File: config.mk
export PLATFORM = sky130hd
export DESIGN_NAME = dm_cache_controller
export DESIGN_NICKNAME = d
export VERILOG_FILES = /design/src/rtl/dm_cache_controller.sv
export SDC_FILE = /design/constraint.sdc
export NUM_CORES = 2
export LEC_CHECK = 0
export CORE_ASPECT_RATIO = 0.7
export CORE_MARGIN = 2
export CORE_UTILIZATION = 53
export DETAILED_ROUTE_END_ITERATION = 16
export PLACE_DENSITY = 0.76
export SLEW_MARGIN = 20
export SYNTH_ARGS = -nofsm -noshare
export SYNTH_HDL_FRONTEND = slang
export SYNTH_SLANG_ARGS = --single-unit
File: constraint.sdc
create_clock -name clk -period 11.6 [get_ports clk]
set_clock_uncertainty 0.15 [all_clocks]
set_input_delay 2.32 -clock clk [delete_from_list [all_inputs] [get_ports clk]]
set_output_delay 2.32 -clock clk [all_outputs]
set_load 0.02 [all_outputs]
File: src/rtl/dm_cache_controller.sv
// rtl/dm_cache_controller.sv - direct-mapped write-back/write-allocate cache controller
// Owns tag/valid/dirty/data arrays and sequences hit, writeback and refill.
module dm_cache_controller #(
  parameter int WORD_SIZE       = 32,
  parameter int CACHE_LINE_SIZE = 128,
  parameter int NUM_CACHE_LINES = 8,
  parameter int ADDR_LENGTH     = 16
) (
  input  logic                       clk,
  input  logic                       rst,
  input  logic                       cpu_req,
  input  logic                       cpu_we,
  input  logic [ADDR_LENGTH-1:0]     cpu_addr,
  input  logic [WORD_SIZE-1:0]       cpu_wdata,
  output logic [WORD_SIZE-1:0]       cpu_rdata,
  output logic                       cpu_ready,
  output logic                       mem_req,
  output logic                       mem_we,
  output logic [ADDR_LENGTH-1:0]     mem_addr,
  output logic [CACHE_LINE_SIZE-1:0] mem_wdata,
  input  logic [CACHE_LINE_SIZE-1:0] mem_rdata,
  input  logic                       mem_ack,
  output logic [15:0]                hit_count,
  output logic [15:0]                miss_count
);

  localparam int IDX_W  = $clog2(NUM_CACHE_LINES);
  localparam int OFF_W  = $clog2(CACHE_LINE_SIZE / 8);
  localparam int TAG_W  = ADDR_LENGTH - IDX_W - OFF_W;
  localparam int WSEL_W = $clog2(CACHE_LINE_SIZE / WORD_SIZE);
  localparam int BSEL_W = OFF_W - WSEL_W;
  localparam int WBIT_W = $clog2(WORD_SIZE);

  typedef enum logic [1:0] {IDLE, COMPARE, WRITEBACK, ALLOCATE} state_t;

  state_t                     state;
  logic                       req_we;
  logic [ADDR_LENGTH-1:0]     req_addr;
  logic [WORD_SIZE-1:0]       req_wdata;
  logic                       refilled;

  logic [TAG_W-1:0]           tag_arr  [NUM_CACHE_LINES];
  logic [CACHE_LINE_SIZE-1:0] data_arr [NUM_CACHE_LINES];
  logic [NUM_CACHE_LINES-1:0] valid;
  logic [NUM_CACHE_LINES-1:0] dirty;

  logic [IDX_W-1:0]           req_idx;
  logic [TAG_W-1:0]           req_tag;
  logic [WSEL_W-1:0]          req_wsel;
  logic [CACHE_LINE_SIZE-1:0] cur_line;
  logic [CACHE_LINE_SIZE-1:0] wr_line;
  logic [TAG_W-1:0]           cur_tag;
  logic [WORD_SIZE-1:0]       cur_word;
  logic                       hit;

  assign req_idx  = req_addr[OFF_W +: IDX_W];
  assign req_tag  = req_addr[ADDR_LENGTH-1 -: TAG_W];
  assign req_wsel = req_addr[BSEL_W +: WSEL_W];
  assign cur_line = data_arr[req_idx];
  assign cur_tag  = tag_arr[req_idx];
  assign hit      = valid[req_idx] && (cur_tag == req_tag);
  assign cur_word = cur_line[{req_wsel, {WBIT_W{1'b0}}} +: WORD_SIZE];

  // Line image with the CPU write word merged in; only stored on a write hit.
  always_comb begin
    wr_line = cur_line;
    wr_line[{req_wsel, {WBIT_W{1'b0}}} +: WORD_SIZE] = req_wdata;
  end

  always_ff @(posedge clk) begin
    if (rst) begin
      state      <= IDLE;
      valid      <= '0;
      dirty      <= '0;
      req_we     <= 1'b0;
      req_addr   <= '0;
      req_wdata  <= '0;
      refilled   <= 1'b0;
      cpu_ready  <= 1'b0;
      cpu_rdata  <= '0;
      mem_req    <= 1'b0;
      mem_we     <= 1'b0;
      mem_addr   <= '0;
      mem_wdata  <= '0;
      hit_count  <= '0;
      miss_count <= '0;
    end else begin
      cpu_ready <= 1'b0;
      case (state)
        IDLE: begin
          // A request still high during the completion pulse is the old one.
          if (cpu_req && !cpu_ready) begin
            req_we    <= cpu_we;
            req_addr  <= cpu_addr;
            req_wdata <= cpu_wdata;
            state     <= COMPARE;
          end
        end
        COMPARE: begin
          refilled <= 1'b0;
          if (hit) begin
            cpu_ready <= 1'b1;
            cpu_rdata <= cur_word;
            if (req_we) begin
              data_arr[req_idx] <= wr_line;
              dirty[req_idx]    <= 1'b1;
            end
            // The compare right after a refill was already counted as a miss.
            if (!refilled && hit_count != 16'hFFFF) hit_count <= hit_count + 16'd1;
            state <= IDLE;
          end else begin
            if (miss_count != 16'hFFFF) miss_count <= miss_count + 16'd1;
            mem_req <= 1'b1;
            if (valid[req_idx] && dirty[req_idx]) begin
              mem_we    <= 1'b1;
              mem_addr  <= {cur_tag, req_idx, {OFF_W{1'b0}}};
              mem_wdata <= cur_line;
              state     <= WRITEBACK;
            end else begin
              mem_we   <= 1'b0;
              mem_addr <= {req_tag, req_idx, {OFF_W{1'b0}}};
              state    <= ALLOCATE;
            end
          end
        end
        WRITEBACK: begin
          if (mem_ack) begin
            mem_we   <= 1'b0;
            mem_addr <= {req_tag, req_idx, {OFF_W{1'b0}}};
            state    <= ALLOCATE;
          end
        end
        ALLOCATE: begin
          if (mem_ack) begin
            data_arr[req_idx] <= mem_rdata;
            tag_arr[req_idx]  <= req_tag;
            valid[req_idx]    <= 1'b1;
            dirty[req_idx]    <= 1'b0;
            mem_req           <= 1'b0;
            refilled          <= 1'b1;
            state             <= COMPARE;
          end
        end
        default: state <= IDLE;
      endcase
    end
  end

endmodule

==> flow_metrics.tcl <==
set metrics [dict create \
    die_area_um2 106000 \
    final_common_cell "edfxtp_1" \
    reg2reg_slack_ns 5.42 \
    grt_pass1_wl_um 221000 \
    whs_path_depth 2 \
    synthMuxAreaShare_pct 15.5 \
    post-route-util_pct 62.7 \
    max_cap_viol_count 0 \
    synthSimpleGateAreaFrac_pct 5.46 \
    finalWirelength_um 153000 \
    power_w 0.0110 \
    drive_above_1_share_pct 15.6 \
    io_pins 392 \
    yosysWarnings 0 \
    grt_pass1_vias 31700 \
    ys_ff_latch 1372 \
    synthFlopType "edfxtp_1" \
    setup_violations 0 \
    cts_resized 0 \
    synth_top_family_by_area "multiplexers" \
    slew_violations 0 \
    synth_top_area_cell "edfxtp_1" \
    worst_pin_slew_ns 1.19 \
    synth_cells 3404 \
    status "completed" \
    rsz0062_at_grt "false" \
    vias_per_cell 6.34 \
    vias 32900 \
    drc 0 \
    synth_compound_area_share_pct 6.42 \
    synth_adder_area_share_pct 0.251 \
    grt_max_degree 203 \
    cts_tree "done" \
    hold_ws_ns 0.327 \
    p_per_area_nw_per_um2 171 \
    post-cts-setup-buffer-count 0 \
    htreeDepth 3 \
    antenna_found_initial 14 \
    relSlewSlack_pct 18.7 \
    holdPathEnd "valid[2]" \
    period_needed_ns 6.18 \
    initial_core_util_pct 53.6 \
    ctsHoldBuffers 0 \
    die_h_um 273 \
    postSynthAreaPerCell_um2 16.1 \
    hold_violations 0 \
    start_kind "register" \
    holdCritPathClass "reg -> reg" \
    dieWidth_um 388 \
    nFillCells 7140 \
    syn-cell-area_um2 54800 \
    grt_usage_pct 28.7 \
    worst-r2r-cell-count 9 \
    worst-setup-path-type "reg -> reg" \
    ant_nets 0 \
    synth_edf_count 1096 \
    syn_to_final_growth_pct 17.0 \
    place_hpwl_um 90900 \
    design_area_um2 64100 \
    irDropWorstVdd_uv 130 \
    min-delay-start "valid[2]" \
    io_buffers 385 \
    core_um2 102000 \
    arrival_ns 6.36 \
    num_rows 98 \
    endpoint_kind "register" \
    crit_fanout 128 \
    synth_top_area_share_pct 60.1 \
    dr.pass1.iters 6 \
    required_ns 11.77 \
    layout.nets 3904 \
    leakage_nw 19.9 \
    insertion_delay_ns 0.73 \
    first_iter_violations 4659 \
    globalplace.congestion 0.861 \
    r2r_end "data_arr[6][73]" \
    clock.fmax_ghz 0.162 \
    yosysSeqAreaShare_pct 70.1 \
    yosysUniqueCellTypes 61 \
    cts_root_buffer "clkbuf_16" \
    grt_overflow_total 0 \
    placed_cell_area_um2 59900 \
    wl_per_cell_um 29.5 \
    synthArstFlopShare_pct 0 \
    final_cell_mix "edfxtp_1, nor2_1, clkdlybuf4s50_1, a21oi_1, mux4_2" \
    cts_sinks 1372 \
    clk_path_buf_depth 3 \
    clk_pin_slew_ns 0.06 \
    synthXorXnorAreaFrac_pct 0.128 \
    fin_crit_sh_pct 53.3 \
    ys_top_cells_by_area "edfxtp_1, mux4_2, dfxtp_1" \
    cts_buffers 121 \
]
critical path, stage by stage (launching register included):
cell     delay (ns)
dfxtp_4        0.76
buf_4          0.88
mux4_2         0.61
mux2i_1        0.35
xnor2_1        0.21
nor4_2         0.51
and4_4         0.61
a21oi_1        0.43
nor3_2         0.34
buf_12         0.61
metrics by stage:
stage	worst slack [ns]	cells	setup TNS [ns]
6_report	5.42	5188	0
3_5_place_dp	5.45	4939	0
4_1_cts	5.41	5169	0
5_1_grt	5.10	5177	0
3_3_place_gp	5.49	4939	0
2_1_floorplan	-0.946	3407	-962.34
synth_stat cells, drive strengths merged, types with 3 or more instances:
library cell and number:
and3 9, or4 11, and3b 3, buf 80
ha 11, mux4 304, nor2 458, and4 4
nor3 18, a22oi 3, nand4 12, inv 17
nand2b 5, or3 10, xnor2 8, nor4 5
mux2i 145, o31ai 12, nand2 118, nand3 16
a31oi 3, nor4b 3, edfxtp 1096, a21oi 341
dfxtp 276, o22ai 9, mux2 17, o21ai 33
a211oi 160, nor2b 13, nand3b 7, clkbuf 165
o211ai 8, a41oi 4
worst max path at each step:
stage | from | to | slack, ns | cells after the start
floorplan | mem_ack | data_arr[0][0] | -0.95 | 4
global placement | register | data_arr[2][74] | 5.49 | 9
global route | register | data_arr[6][73] | 5.10 | 9
detailed placement | register | data_arr[5][74] | 5.45 | 9
CTS | register | data_arr[5][67] | 5.41 | 9
finish | register | data_arr[6][73] | 5.42 | 9
cells by family (layout without fill, tap and decap cells):
kind of cell / count (synthesis) / in the layout
multiplexers: 466 / 466
XOR/XNOR: 8 / 8
other: 1 / 23
flip-flops: 1372 / 1372
AND/OR/NAND/NOR: 701 / 701
AO/OA/AOI/OAI: 581 / 581
adder cells (fa/ha/maj): 11 / 11
buffers and inverters: 264 / 676
cell type report:
type	instances	area, µm²	share of cell area, %
diodes	19	47.5	0.0741
repair buffers	427	4320	6.74
inverters	19	71.3	0.111
multi-input cells	1771	15400	24.0
clock buffers	150	3250	5.07
well taps	1350	1690	2.63
flip-flops and latches	1372	38400	60.0
clock inverters	80	905	1.41
sequential cells by signal, indices dropped and copies added, names as in the netlist, named ones only:
register    flops
tag_arr        72
mem_req         1
cpu_rdata      32
req_we          1
mem_we          1
state           2
mem_wdata     128
miss_count     16
data_arr     1024
mem_addr       12
cpu_ready       1
refilled        1
hit_count      16
req_addr       14
req_wdata      32
valid           8
report_power, final:
part | total, W | internal (W) | switching (W)
clock | 0.00418 | 0.00237 | 0.00181
sequential | 0.00561 | 0.00551 | 0.000103
combinational | 0.00120 | 0.000443 | 0.000756
total | 0.0110 | 0.00833 | 0.00267
layer usage:
layer | track usage [%] | routed length (µm) | vias to the layer above
met5 | 0 | 68 | -
met4 | 12.0 | 6420 | 10
met3 | 8.06 | 17700 | 294
met2 | 43.9 | 71500 | 1919
met1 | 39.0 | 57500 | 16700
li1 | - | - | 13900
No activity file was read; power rests on OpenSTA's default activity.
